## src/rtl/o_writeback_if.sv

```systemverilog
`default_nettype none
// ============================================================================
// Module      : o_writeback_if
// Description : Bus bundle for the output write-back stage. It carries the
//               row handshake from the PE (vld_in / rdy_out / o_vec_in) and
//               the word-wide SRAM write port (sram_we / sram_addr /
//               sram_wdata / sram_wr_rdy).
//               master : the surrounding system (PE producer + O SRAM)
//               slave  : the write-back stage itself
// Revision    : 1.0  initial release
// ============================================================================
interface o_writeback_if #(
    parameter int EMB_DIM        = 64,
    parameter int ELEM_W         = 16,
    parameter int ELEMS_PER_WORD = 8,
    parameter int ADDR_W         = 10
);
    logic                             vld_in;
    logic                             rdy_out;
    logic [EMB_DIM*ELEM_W-1:0]        o_vec_in;
    logic                             sram_we;
    logic [ADDR_W-1:0]                sram_addr;
    logic [ELEMS_PER_WORD*ELEM_W-1:0] sram_wdata;
    logic                             sram_wr_rdy;

    modport master (
        output vld_in, o_vec_in, sram_wr_rdy,
        input  rdy_out, sram_we, sram_addr, sram_wdata
    );

    modport slave (
        input  vld_in, o_vec_in, sram_wr_rdy,
        output rdy_out, sram_we, sram_addr, sram_wdata
    );
endinterface
`default_nettype wire

```

## src/rtl/o_writeback.sv

```systemverilog
`default_nettype none
// ============================================================================
// Module      : o_writeback
// Description : Output write-back stage. Captures one normalised output row
//               per handshake, then serialises it into WPR word writes to the
//               O SRAM at base_addr + row*WPR + beat (modulo 2^ADDR_W).
//               Pulses done for one cycle after the last write of a tile.
// Ports       : clk, rst        - clock, synchronous active-high reset
//               start           - begin tile (honoured in IDLE only)
//               base_addr       - word address of row 0 / word 0
//               num_rows        - rows in the tile (0 behaves as 1)
//               bus (slave)     - row handshake in, SRAM write port out
//               busy            - high in every state except IDLE
//               done            - one-cycle completion pulse
//               rows_written    - fully written rows in the current tile
// Revision    : 1.0  initial release
// ============================================================================
module o_writeback #(
    parameter int EMB_DIM        = 64,
    parameter int ELEM_W         = 16,
    parameter int ELEMS_PER_WORD = 8,
    parameter int ADDR_W         = 10,
    parameter int ROW_W          = 8
) (
    input  wire                 clk,
    input  wire                 rst,
    input  wire                 start,
    input  wire  [ADDR_W-1:0]   base_addr,
    input  wire  [ROW_W-1:0]    num_rows,
    o_writeback_if.slave        bus,
    output logic                busy,
    output logic                done,
    output logic [ROW_W-1:0]    rows_written
);

    localparam int WPR    = EMB_DIM / ELEMS_PER_WORD;
    localparam int WORD_W = ELEMS_PER_WORD * ELEM_W;
    localparam int BEAT_W = (WPR > 1) ? $clog2(WPR) : 1;

    localparam logic [BEAT_W-1:0] c_last_beat = BEAT_W'(WPR - 1);

    typedef enum logic [1:0] {
        S_IDLE   = 2'd0,
        S_ACCEPT = 2'd1,
        S_WRITE  = 2'd2,
        S_DONE   = 2'd3
    } state_t;

    state_t                    r_state;
    state_t                    w_state_nxt;
    logic [EMB_DIM*ELEM_W-1:0] r_row_buf;
    logic [BEAT_W-1:0]         r_beat;
    logic [ADDR_W-1:0]         r_addr;
    logic [ROW_W-1:0]          r_num_rows;
    logic [ROW_W-1:0]          r_rows_written;

    logic w_capture;
    logic w_beat_done;
    logic w_last_beat;
    logic w_last_row;

    assign w_capture   = (r_state == S_ACCEPT) && bus.vld_in;
    assign w_beat_done = (r_state == S_WRITE) && bus.sram_wr_rdy;
    assign w_last_beat = (r_beat == c_last_beat);
    // The row index of the row being written equals the number of rows
    // already completed, so the completed-row counter doubles as row index.
    assign w_last_row  = (r_rows_written == r_num_rows - ROW_W'(1));

    // ------------------------------------------------------------------
    // State register
    // ------------------------------------------------------------------
    always_ff @(posedge clk) begin
        if (rst) begin
            r_state <= S_IDLE;
        end else begin
            r_state <= w_state_nxt;
        end
    end

    // ------------------------------------------------------------------
    // Next-state and output decode
    // ------------------------------------------------------------------
    always_comb begin
        w_state_nxt = r_state;
        bus.rdy_out = 1'b0;
        bus.sram_we = 1'b0;
        busy        = 1'b1;
        done        = 1'b0;
        case (r_state)
            S_IDLE: begin
                busy = 1'b0;
                if (start) begin
                    w_state_nxt = S_ACCEPT;
                end
            end
            S_ACCEPT: begin
                bus.rdy_out = 1'b1;
                if (bus.vld_in) begin
                    w_state_nxt = S_WRITE;
                end
            end
            S_WRITE: begin
                bus.sram_we = 1'b1;
                if (bus.sram_wr_rdy && w_last_beat) begin
                    w_state_nxt = w_last_row ? S_DONE : S_ACCEPT;
                end
            end
            S_DONE: begin
                done        = 1'b1;
                w_state_nxt = S_IDLE;
            end
            default: begin
                w_state_nxt = S_IDLE;
            end
        endcase
    end

    // ------------------------------------------------------------------
    // Datapath: row buffer, beat/address/row counters
    // ------------------------------------------------------------------
    always_ff @(posedge clk) begin
        if (rst) begin
            r_row_buf      <= '0;
            r_beat         <= '0;
            r_addr         <= '0;
            r_num_rows     <= '0;
            r_rows_written <= '0;
        end else begin
            if ((r_state == S_IDLE) && start) begin
                r_addr         <= base_addr;
                r_num_rows     <= (num_rows == '0) ? ROW_W'(1) : num_rows;
                r_rows_written <= '0;
                r_beat         <= '0;
            end
            if (w_capture) begin
                r_row_buf <= bus.o_vec_in;
                r_beat    <= '0;
            end
            // Rows are laid out contiguously, so the address simply steps by
            // one word per completed beat and wraps at 2^ADDR_W. The buffer
            // shifts down so the current beat always sits in the low word.
            if (w_beat_done) begin
                r_row_buf <= r_row_buf >> WORD_W;
                r_addr    <= r_addr + ADDR_W'(1);
                if (w_last_beat) begin
                    r_beat         <= '0;
                    r_rows_written <= r_rows_written + ROW_W'(1);
                end else begin
                    r_beat <= r_beat + BEAT_W'(1);
                end
            end
        end
    end

    assign bus.sram_addr  = r_addr;
    assign bus.sram_wdata = r_row_buf[WORD_W-1:0];
    assign rows_written   = r_rows_written;

endmodule
`default_nettype wire

```

## src/flat_wrapper.sv

```systemverilog
// flat-port wrapper written by rule: the top's interface ports become plain ports
module o_writeback_flat 
#(
    parameter int EMB_DIM        = 64,
    parameter int ELEM_W         = 16,
    parameter int ELEMS_PER_WORD = 8,
    parameter int ADDR_W         = 10,
    parameter int ROW_W          = 8
)
  (clk, rst, start, base_addr, num_rows, busy, done, rows_written, bus_vld_in, bus_o_vec_in, bus_sram_wr_rdy, bus_rdy_out, bus_sram_we, bus_sram_addr, bus_sram_wdata);
  o_writeback_if #(.EMB_DIM(EMB_DIM), .ELEM_W(ELEM_W), .ELEMS_PER_WORD(ELEMS_PER_WORD), .ADDR_W(ADDR_W)) bus_i ();
  input  wire clk;
  input  wire rst;
  input  wire start;
  input  wire  [ADDR_W-1:0] base_addr;
  input  wire  [ROW_W-1:0] num_rows;
  output logic busy;
  output logic done;
  output logic [ROW_W-1:0] rows_written;
  input wire logic [$bits(bus_i.vld_in)-1:0] bus_vld_in;
  input wire logic [$bits(bus_i.o_vec_in)-1:0] bus_o_vec_in;
  input wire logic [$bits(bus_i.sram_wr_rdy)-1:0] bus_sram_wr_rdy;
  output wire logic [$bits(bus_i.rdy_out)-1:0] bus_rdy_out;
  output wire logic [$bits(bus_i.sram_we)-1:0] bus_sram_we;
  output wire logic [$bits(bus_i.sram_addr)-1:0] bus_sram_addr;
  output wire logic [$bits(bus_i.sram_wdata)-1:0] bus_sram_wdata;
  assign bus_i.vld_in = bus_vld_in;
  assign bus_i.o_vec_in = bus_o_vec_in;
  assign bus_i.sram_wr_rdy = bus_sram_wr_rdy;
  assign bus_rdy_out = bus_i.rdy_out;
  assign bus_sram_we = bus_i.sram_we;
  assign bus_sram_addr = bus_i.sram_addr;
  assign bus_sram_wdata = bus_i.sram_wdata;
  o_writeback #(.EMB_DIM(EMB_DIM), .ELEM_W(ELEM_W), .ELEMS_PER_WORD(ELEMS_PER_WORD), .ADDR_W(ADDR_W), .ROW_W(ROW_W)) u_core (.clk(clk), .rst(rst), .start(start), .base_addr(base_addr), .num_rows(num_rows), .bus(bus_i), .busy(busy), .done(done), .rows_written(rows_written));
endmodule
```

## config.mk

```make
export PLATFORM = sky130hd
export DESIGN_NAME = o_writeback_flat
export DESIGN_NICKNAME = d
export VERILOG_FILES = /design/src/rtl/o_writeback_if.sv /design/src/rtl/o_writeback.sv /design/src/flat_wrapper.sv
export SDC_FILE = /design/constraint.sdc
export NUM_CORES = 2
export LEC_CHECK = 0
export CORE_AREA = 8 8 464 466
export DETAILED_ROUTE_END_ITERATION = 10
export DIE_AREA = 0 0 472 474
export PLACE_DENSITY = 0.5
export SYNTH_ARGS = -nofsm -noshare
export SYNTH_HDL_FRONTEND = slang
export SYNTH_SLANG_ARGS = --single-unit
```

## constraint.sdc

```tcl
create_clock -name clk -period 4.4 [get_ports clk]
set_input_delay 0.88 -clock clk [delete_from_list [all_inputs] [get_ports clk]]
set_output_delay 0.88 -clock clk [all_outputs]
set_load 0.005 [all_outputs]
```

==> flow_summary.ini <==
[die]
die_y_um = 474
dieArea_um2 = 224000
start_util_pct = 21.7
die_w_um = 472
core_area_um2 = 208000
pin_count = 1197
rows = 168

[synthesis]
synth-compound-area-share_pct = 19.5
synth_enable_flop_cells = 0
yosysTopAreaCellShare_pct = 46.9
ys.flop_type = dfxtp_1
ys_async_sr_fraction_pct = 0
yosys.area_share.adder_pct = 0.139
synth_seq_area_share_pct = 46.9
synth_area_leaders = dfxtp_1, a311oi_1, nand2_1, nor2_1, buf_2
synth_top_family_by_area = simple AND/OR/NAND/NOR gates
yosys-top-cells-count = nand2_1, dfxtp_1, nor2_1
synth_cells = 5871
yosys-mux-area-fraction_pct = 0.0250
synth-seq-cells = 1055
syn_area_um2 = 45100
syn-num-nets = 6923
synth_top_area_cell = dfxtp_1
ys_types = 49
yosys_warnings = 0
synthXorXnorAreaFrac_pct = 0.233
synthSimpleGateAreaFrac_pct = 25.7
avgSynthCellArea_um2 = 7.67
yosysMostFrequentCell = nand2_1

[drt]
firstDrtPassIters = 5
drtAntennaViolNets = 0
drc = 0
vias = 44627
vias_per_cell = 4.68
drt_iter0_drc = 3456
wl_per_cell_um = 23.8
drt-total-wl_mm = 227

[placement]
gp_congestion = 0.862
dp_hpwl_mm = 175
io_buffers = 1196

[worst_setup_path]
critPathKind = reg2out
critPathMaxFanout = 11
cp.required_ns = 3.52
cp-start-kind = flip-flop
endpoint_kind = output port
path_cells = nand2b_1 > inv_1 > clkdlybuf4s50_1
cp_slowest_cell = dfxtp_1
cp.arrival_ns = 2.33
cp_slowest_stage_delay_ns = 0.70

[run]
drv_cap = 0

[final_layout]
fillCellCount = 22514
multi_input_area_um2 = 20600
syn_to_final_growth_pct = 40.1
regArea_um2 = 21100
drive_above_1_share_pct = 4.84
fin_nets = 7688

[clocking]
clockBufferDepth = 3
clockRootBuffer = clkbuf_16
cts_tree = built
cts_max_level = 4
postCtsHoldBufs = 0
cts_inserted_buffers = 134
clkLatencyLatePin_ns = 0.78
clock-sinks = 1055
clk_pin_slew_worst_paths_ns = 0.06
cts.repair.resized = 0
post_cts_buffers = 0

[timing]
tightest_slew_ns = 1.17
max-slew-margin-rel_pct = 21.7
hold_violations = 0
clock-skew-final_ns = 0.0304
period_minus_slack_ns = 3.21
grt_setup_unrepaired = false
setup_viol = 0
finalMaxSlewViolations = 0
fmax_mhz = 311
fin_crit_sh_pct = 73.0
fin_tns_setup_ns = 0

[power_and_ir_drop]
leakage_nw = 22.1
power.density_nw_per_um2 = 423
vdd_drop_max_v = 0.000388
fin_total_pwr_mw = 26.7

[global_route]
grt_pass1_vias = 42653
grt_pass1_wl_mm = 317
grt_overflow_total = 0
grt_usage_pct = 19.2
antenna_found_initial = 154
grt_start_max_net_pins = 203

[status]
status = complete, no violations

[worst_hold_path]
hp-class = reg2reg
-- per-layer routing --
layer | up-vias | routed length [um] | global-route usage (%) | part of all wire, %
met5 | - | 306 | 0 | 0.13
met4 | 48 | 7220 | 7.71 | 3.2
met3 | 341 | 17400 | 5.14 | 7.7
met2 | 1503 | 98200 | 28.7 | 43
met1 | 20936 | 104000 | 26.2 | 46
li1 | 21799 | - | - | -
-- state kept, by name, indices dropped and copies added, names as in the netlist --
signal                flops
u_core.bus.sram_addr     10
u_core.r_row_buf       1024
u_core.r_num_rows         8
u_core.r_state            2
u_core.rows_written       8
u_core.r_beat             3
-- layout make-up --
cell class / count / share of cell area [%]
diodes: 79 / 0.313
flip-flops and latches: 1055 / 33.5
clock inverters: 41 / 0.831
clock buffers: 193 / 6.11
repair buffers: 1307 / 21.2
multi-input cells: 4134 / 32.6
inverters: 4 / 0.0238
well taps: 2720 / 5.39
-- stage by stage --
stage	utilization [%]	hold slack (ns)	instances	setup WS [ns]	area, um^2
after global routing	30.3	0.467	9505	1.02	63000
after global placement	28.1	0.442	9220	1.10	58500
after detailed placement	28.1	0.447	9220	1.06	58500
after CTS	30.2	0.455	9454	1.14	62900
final	30.3	0.453	9533	1.19	63100
after floorplan	-	0.437	5871	2.27	45100
-- final timing paths --
kind	from	end	slack, ns	cells past startpoint
max reg2reg	u_core.r_state[1]	u_core.r_row_buf[45]	1.74	6
min reg2reg	u_core.r_row_buf[994]	u_core.r_row_buf[994]	0.45	2
max	u_core.r_state[1]	bus_sram_we	1.19	3
min	u_core.r_row_buf[994]	u_core.r_row_buf[994]	0.45	2
-- where the power goes --
group | internal (mW) | switching [mW]
Clock | 6.43 | 4.63
Sequential | 10.5 | 0.818
Combinational | 2.13 | 2.19
-- cell usage in the layout (no fill, tap or decap), types with 5 or more instances in the layout --
cell type	instances
ha_1	5
clkinv_8	6
nand2_1	2074
clkinv_2	15
nor4_1	6
clkbuf_16	136
bufinv_16	5
buf_4	64
a211oi_1	5
clkbuf_8	24
nor3_1	8
dfxtp_1	1055
clkbuf_1	33
clkdlybuf4s50_1	1195
diode_2	79
o21ai_0	6
nor2_1	925
xnor2_1	10
buf_12	47
a311oi_1	900
a21oi_1	143
-- critical path, delay by kind of cell, from the launching register on --
kind | cells | cell delay, ns
simple gates | 1 | 0.19
buf+inv | 2 | 0.67
flops | 1 | 0.70
-- kinds of logic after synthesis --
family	count (synthesis)
fa+ha+maj	5
compound gates	1069
flops	1055
simple gates	3047
xor+xnor	12
buf+inv	682
mux	1
Power figures use the tool's default switching activity.
